--- config.mk ---
export PLATFORM = sky130hd
export DESIGN_NAME = param_chan_bank
export DESIGN_NICKNAME = d
export VERILOG_FILES = /design/src/rtl/param_chan_bank.sv
export SDC_FILE = /design/constraint.sdc
export NUM_CORES = 1
export LEC_CHECK = 0
export CORE_UTILIZATION = 45
export CTS_BUF_LIST = sky130_fd_sc_hd__clkbuf_16
export CTS_CLUSTER_DIAMETER = 40
export CTS_CLUSTER_SIZE = 25
export DETAILED_ROUTE_END_ITERATION = 12
export PLACE_DENSITY = 0.76
export SYNTH_ARGS = -nofsm -noshare
export SYNTH_HDL_FRONTEND = slang
export SYNTH_SLANG_ARGS = --single-unit
--- constraint.sdc ---
create_clock -name clk -period 5.1 [get_ports clk]
set_clock_uncertainty 0.2 [all_clocks]
set_input_delay 1.53 -clock clk [delete_from_list [all_inputs] [get_ports clk]]
set_output_delay 1.53 -clock clk [all_outputs]
set_load 0.02 [all_outputs]
--- src/rtl/param_chan_bank.sv ---
// Multi-channel register bank: staged shadow writes, committed to live outputs by a one-channel-per-cycle sweep.
// Optional readback port enabled by defining PARAM_CHAN_BANK_READBACK_EN.
module param_chan_bank #(
    parameter int WIDTH    = 32,
    parameter int CHANNELS = 4,
    parameter int K        = 0,
    parameter int STEP     = 0,
    localparam int CW      = (CHANNELS > 1) ? $clog2(CHANNELS) : 1
) (
    input  logic                      clk,
    input  logic                      rst,
    input  logic                      wr_valid,
    output logic                      wr_ready,
    input  logic [CW-1:0]             wr_chan,
    input  logic [WIDTH-1:0]          wr_data,
    input  logic                      commit,
    output logic                      busy,
    output logic                      done,
    output logic                      err,
`ifdef PARAM_CHAN_BANK_READBACK_EN
    input  logic [CW-1:0]             rd_chan,
    output logic [WIDTH-1:0]          rd_data,
`endif
    output logic [CHANNELS*WIDTH-1:0] k
);

    typedef enum logic [1:0] {
        IDLE,
        SCAN,
        DONE
    } state_t;

    localparam logic [CW-1:0] LAST_IDX = CW'(CHANNELS - 1);
    localparam logic [CW:0]   CHAN_LIM = (CW + 1)'(CHANNELS);

    state_t             state;
    logic [CW-1:0]      idx;
    logic [CHANNELS-1:0] dirty;
    logic [WIDTH-1:0]   shadow [CHANNELS];
    logic [WIDTH-1:0]   live   [CHANNELS];

    logic wr_fire;
    logic wr_in_range;

    function automatic logic [WIDTH-1:0] init_val(input int i);
        return WIDTH'(K + i * STEP);
    endfunction

    assign wr_fire     = wr_valid && wr_ready;
    // Extra bit so the compare also works when CHANNELS is a power of two.
    assign wr_in_range = {1'b0, wr_chan} < CHAN_LIM;

    for (genvar g = 0; g < CHANNELS; g++) begin : g_pack
        assign k[g*WIDTH +: WIDTH] = live[g];
    end

    always_ff @(posedge clk) begin
        if (rst) begin
            // NOTE: both value arrays are reset because their power-up contents are the
            // parameter-derived defaults that downstream logic depends on; they are small
            // flop arrays, not RAM, so a reset costs nothing structurally.
            for (int i = 0; i < CHANNELS; i++) begin
                shadow[i] <= init_val(i);
                live[i]   <= init_val(i);
            end
            dirty    <= '0;
            idx      <= '0;
            state    <= IDLE;
            wr_ready <= 1'b0;
            busy     <= 1'b0;
            done     <= 1'b0;
            err      <= 1'b0;
        end else begin
            // NOTE: non-blocking assignments throughout, so the write below and the
            // commit decision in the same cycle both see pre-edge values; a write and
            // commit together still lands in the shadow before the sweep reads it.
            if (wr_fire) begin
                if (wr_in_range) begin
                    shadow[wr_chan] <= wr_data;
                    dirty[wr_chan]  <= 1'b1;
                end else begin
                    err <= 1'b1;
                end
            end

            done <= 1'b0;

            case (state)
                IDLE, DONE: begin
                    if (commit) begin
                        state    <= SCAN;
                        idx      <= '0;
                        busy     <= 1'b1;
                        wr_ready <= 1'b0;
                    end else begin
                        state    <= IDLE;
                        wr_ready <= 1'b1;
                    end
                end
                SCAN: begin
                    if (dirty[idx]) begin
                        live[idx]  <= shadow[idx];
                        dirty[idx] <= 1'b0;
                    end
                    if (idx == LAST_IDX) begin
                        state    <= DONE;
                        busy     <= 1'b0;
                        done     <= 1'b1;
                        wr_ready <= 1'b1;
                    end else begin
                        idx <= idx + 1'b1;
                    end
                end
                default: begin
                    state    <= IDLE;
                    busy     <= 1'b0;
                    wr_ready <= 1'b1;
                end
            endcase
        end
    end

`ifdef PARAM_CHAN_BANK_READBACK_EN
    logic rd_in_range;
    assign rd_in_range = {1'b0, rd_chan} < CHAN_LIM;

    // Forward a write firing this edge so readback shows it in the very next cycle.
    always_ff @(posedge clk) begin
        if (rst) begin
            rd_data <= '0;
        end else if (!rd_in_range) begin
            rd_data <= '0;
        end else if (wr_fire && wr_in_range && (wr_chan == rd_chan)) begin
            rd_data <= wr_data;
        end else begin
            rd_data <= shadow[rd_chan];
        end
    end
`endif

endmodule

# --- Word level (Yosys, flattened, before mapping) ---
# Memory sizes are Yosys's and may differ from the RTL's. A register that Yosys moved wholly into a read port is not among the register bits.
# Cells that the tools add are included.
op_classes:
  n_reduce_logical: 11
  addsub: 1
  muxes: 40
  magnitude_cmp: 4
  n_bitwise: 4
  eq_ne: 6
op_table:
  columns: ["op", "count"]
  rows:
  - ["$mux 32", 2]
  - ["$reduce_or 32->1", 2]
  - ["$mux 1", 20]
  - ["$mux 4", 4]
  - ["$mux 2", 7]
  - ["$pmux 2 s2", 2]
  - ["$lt 2x3->1 const B", 2]
  - ["$ne 2x2->1 const B", 3]
  - ["$and 4x4->4", 1]
  - ["$demux 1 s2", 2]
  - ["$eq 2x2->1 const B", 2]
  - ["$ge 2x1->1 const B", 2]
  - ["$not 4->4", 1]
  - ["$or 4x4->4", 1]
  - ["$pmux 1 s2", 2]
  - ["$reduce_or 2->1", 2]
  - ["$logic_and 1x1->1", 3]
  - ["$reduce_and 3->1", 1]
  - ["$add 2x1->2 const B", 1]
  - ["$bmux 1 s2", 1]
  - ["$eq 2x1->1 const B", 1]
  - ["$logic_not 2->1", 1]
  - ["$reduce_and 2->1", 1]
  - ["$reduce_bool 2->1", 1]
  - ["$not 1->1", 1]
word_totals:
  ramBits: 256
  reg_bits: 11
  memories: 2
mem_list:
  columns: ["name", "words", "word_bits", "read_ports", "rd_clocked_by_memory_dff", "write_ports", "line", "text"]
  rows:
  - ["live", 4, 32, 4, 0, 4, "40", "logic [WIDTH-1:0] live [CHANNELS];"]
  - ["shadow", 4, 32, 1, 1, 4, "39", "logic [WIDTH-1:0] shadow [CHANNELS];"]

# --- Depth between registers and ports, before layout ---
logic_depth:
  word_depth: 10
  mapped_depth: 5
  depth_no_buf: 4

# --- Least setup slack after synthesis ---
# No wires, ideal clock.
synth_path:
  path_kind: "register -> register"
  from: "reg idx[0]"
  to: "mem live[0][0] (enable)"
  arrival_ns: 3.118
  n_path_buf: 1
  path_stages_with_launch: 5
  setup_slack_ns: 1.316
  cell_sequence: "dfxtp_1 > buf_2 > mux2_2 > nand3_1 > o21ai_0"
synth_lines:
  columns: ["item", "line", "text"]
  rows:
  - ["start: declaration", "37", "logic [CW-1:0] idx;"]
  - ["start signal: assignment", "111", "idx <= idx + 1'b1;"]
  - ["end: declaration", "40", null]

==> summary.txt <==
STA
------------------------------------------------------------------------------------------
Final Max Tran Viols ........................................................            0
Slew at the pin with the worst max-slew slack ...............................     1.078 ns
Final hold vios .............................................................            0
Setup repair after global routing missed its margin .........................        false
Crit share post-route .......................................................       66.21%
Minimum clock period ........................................................     3.377 ns
Slew headroom ...............................................................       27.84%
Worst Hold Margin ...........................................................    0.2940 ns
Maximum achievable frequency ................................................   0.2961 GHz
Final setup violating endpoints .............................................            0
Total Negative Setup Slacks .................................................         0 ns

GRT
------------------------------------------------------------------------------------------
GRT Util Overall ............................................................       18.72%
Number of antenna violations at the first check in global routing ...........            1
Pin count of the biggest net entering global routing ........................           65
Global-route wire length before repair ......................................     35090 um
Global-route congestion overflow total ......................................            0
Via count of the first global-routing pass ..................................         6111

SETUP PATH
------------------------------------------------------------------------------------------
Crit Path Class .............................................................       in2reg
Crit path max fanout ........................................................           32
Kind of end point of the critical path ......................................     register
Crit path required time .....................................................      5.30 ns
Delay of the slowest critical-path stage ....................................      0.68 ns
Series of cell instances along the critical path ............................ clkdlybuf4s50_1, or4b_4, nor3b_4, buf_4, and2_1
Number of buffers and inverters on the critical path ........................            2
Crit-path slowest cell ...................................................... clkdlybuf4s50_1
Delay-heaviest family, CP ................................................... simple AND/OR/NAND/NOR gates
Critical Path Source Type ...................................................   input port
CP arrival ..................................................................      3.58 ns

PWR
------------------------------------------------------------------------------------------
Clock share of power ........................................................        43.4%
Switching Fraction ..........................................................       24.01%
Static Leakage ..............................................................     5.117 nW
Internal Pwr Total ..........................................................     3.888 mW
Combinational group share of total power ....................................         6.9%
Net switching power figure ..................................................     1.228 mW
IR drop worst, VDD ..........................................................     230.3 uV
Power per cell area ......................................................... 363.5 nW/um^2
Sequential Power Share ......................................................        49.7%

YOSYS
------------------------------------------------------------------------------------------
Count of yosys warnings during synthesis ....................................            0
Number of enable-type register cells in the synthesized netlist .............          256
Sequential-to-total area share from yosys stat ..............................       72.42%
Average cell area after synthesis ...........................................   16.33 um^2
Post-synthesis sequential element count .....................................          269
Synth Area in Compound Gates ................................................       1.106%
Combinational family with the most area after synthesis ..................... simple AND/OR/NAND/NOR gates
Proportion of synthesized area in mux cells .................................       6.772%
Share of synthesized cell area in full adder, half adder and majority cells .      0.4560%
Simple-Gate Fraction of Synth Area ..........................................       17.00%
Top_reg_cell synth ..........................................................     edfxtp_1
Post-synth ARST share .......................................................           0%
Mapped Nets .................................................................          714
Number of cells produced by synthesis .......................................          672
Unique masters post-synth ...................................................           37
Cell area after synthesis ...................................................   10970 um^2
Xor/xnor share of the synthesized area ......................................           0%

PLACED DESIGN
------------------------------------------------------------------------------------------
Count of port buffers added during placement ................................          168
Gp weighted congestion ......................................................       0.7816
Final HPWL from detailed placement ..........................................     14940 um

CLOCK TREE
------------------------------------------------------------------------------------------
H-tree levels ...............................................................            1
Post-CTS sizing .............................................................            0
Clock tree from TritonCTS ...................................................        built
Count of clock tree sinks ...................................................          269
Worst skew pair latency .....................................................      0.55 ns
Count of hold-fix buffers inserted at cts ...................................            0
Clock buffers created by TritonCTS ..........................................           31
Clock edge transition at the registers on the reported setup and hold paths .      0.06 ns
Maximum clock path buffer count .............................................            3
Post-CTS setup buffers ......................................................            0
CTS Root Cell ...............................................................    clkbuf_16

FINISH
------------------------------------------------------------------------------------------
P&R area growth vs syn ......................................................       28.24%
Fraction of layout instances using a drive strength above 1 .................       13.59%
Post-layout nets ............................................................          886
Fill cell instance count of the final layout ................................         1763
Number of antenna cells inserted ............................................            0

DIE
------------------------------------------------------------------------------------------
Num rows ....................................................................           56
Initial Utilization .........................................................       46.34%
Horizontal die dimension ....................................................     158.2 um
I/O pin cnt .................................................................          170
Core footprint ..............................................................   23680 um^2
Die outline area ............................................................   25020 um^2
Vertical extent of the die ..................................................     158.2 um

RUN STATUS
------------------------------------------------------------------------------------------
Outcome .....................................................................    completed

DETAILED ROUTING
------------------------------------------------------------------------------------------
WL final ....................................................................     23030 um
Initial DRT Pass Iterations .................................................            5
Remaining DRCs ..............................................................            0
Via count ...................................................................         6007
Number of DRC violations after detailed-routing iteration 0 .................          357
Detail-routed net length per standard cell ..................................     19.40 um
Residual antenna-violating net count after detailed routing .................            0
Via density per instance ....................................................        5.061

FLOW RUN
------------------------------------------------------------------------------------------
Max-cap violations ..........................................................            0

WORST HOLD PATH
------------------------------------------------------------------------------------------
Hold/Removal Path Class .....................................................      reg2reg

==> per-stage QoR <==
step           cells  utilization, %  area (um^2)  worst slack [ns]  total power, mW
6_report        1187           59.43        14070             1.723            5.116
5_1_grt         1187           59.43        14070             1.686            5.271
4_1_cts         1187           59.43        14070             1.729            5.155
3_5_place_dp    1130           54.88        13000             1.175            2.948
3_3_place_gp    1130           54.88        13000             1.272            2.937
2_1_floorplan    672               -        10970             1.316            2.760
==> worst register-to-register path, stage by stage, from the launching register on <==
cell and delay, ns:
dfxtp_1 0.68, mux2_2 0.44, a32oi_2 0.61, buf_4 0.40, nor3b_1 0.11
==> cell usage in the layout (no fill, tap or decap), types with 12 or more instances in the layout <==
| cell type | instances |
|---|---|
| buf_4 | 14 |
| and3_1 | 32 |
| clkbuf_16 | 31 |
| inv_1 | 12 |
| clkdlybuf4s50_1 | 168 |
| dfxtp_1 | 12 |
| and2_1 | 192 |
| mux4_2 | 32 |
| edfxtp_1 | 256 |
| nor3b_1 | 32 |
==> cells by family (layout without fill, tap and decap cells) <==
family                   count (synthesis)  in the layout
multiplexers                            34             34
buffers and inverters                   53            249
flip-flops                             269            269
other                                    1              1
AO/OA/AOI/OAI                           16             16
adder cells (fa/ha/maj)                  4              4
AND/OR/NAND/NOR                        295            295
==> flip-flops by register name, summed over array words and instances (netlist names), named ones only <==
| register | cells |
|---|---|
| live | 128 |
| shadow | 128 |
| dirty | 4 |
| idx | 2 |
| state | 2 |
| busy | 1 |
| done | 1 |
| wr_ready | 1 |
==> power groups by stage <==
stage	clock [mW]	combinational, mW	sequential [mW]
3_5_place_dp	0	0.358	2.59
6_report	2.22	0.354	2.54
3_3_place_gp	0	0.350	2.59
2_1_floorplan	0	0.137	2.62
5_1_grt	2.35	0.377	2.55
4_1_cts	2.25	0.359	2.54
==> path summary, 6_finish.rpt <==
path / from / to / slack, ns / cells after the start
worst max register to register: idx[0]$_SDFFE_PP0P_ / live[3][20]$_DFFE_PP_ / 2.39 / 4
worst min-delay path: busy$_SDFFE_PP0P_ / busy$_SDFFE_PP0P_ / 0.29 / 2
worst min register to register: busy$_SDFFE_PP0P_ / busy$_SDFFE_PP0P_ / 0.29 / 2
worst max-delay path: rst / live[0][4]$_SDFFCE_PN0P_ / 1.72 / 5
==> synth_stat cells, types with 2 or more instances <==
library cell / instances / area share [%]
mux4_2: 32 / 6.6
buf_6: 4 / 0.41
nand2_1: 7 / 0.24
clkbuf_1: 30 / 1.0
and2_1: 192 / 11
mux2_2: 2 / 0.21
a21oi_1: 5 / 0.23
nor2_1: 5 / 0.17
edfxtp_1: 256 / 70
o21a_1: 2 / 0.14
nor3_1: 9 / 0.41
nand3_1: 4 / 0.18
dfxtp_1: 13 / 2.4
or2_2: 3 / 0.17
o221a_2: 3 / 0.31
nor3b_1: 32 / 2.2
ha_1: 4 / 0.46
inv_1: 10 / 0.34
buf_2: 8 / 0.36
o21ai_0: 3 / 0.14
and3_1: 32 / 1.8
==> routing by layer <==
layer  track usage [%]  routed length (um)  part of all wire [%]  vias to the layer above
li1                  -                   -                     -                     2825
met1             24.72                9658                    42                     2963
met2             31.39               11550                    50                      198
met3             4.134                1570                   6.8                       19
met4             4.716                 231                   1.0                        2
met5                 0                  17                 0.074                        -
==> layout make-up <==
class / count / area [um^2] / share of cell area, %
Inverter: 10 / 37.54 / 0.2667
Clock buffer: 31 / 775.7 / 5.512
Tap cell: 319 / 399.1 / 2.836
Sequential cell: 269 / 7949 / 56.48
Timing Repair Buffer: 182 / 1787 / 12.70
Multi-Input combinational cell: 350 / 2825 / 20.07
Clock inverter: 26 / 300.3 / 2.134
(Power assumes the default switching activity.)
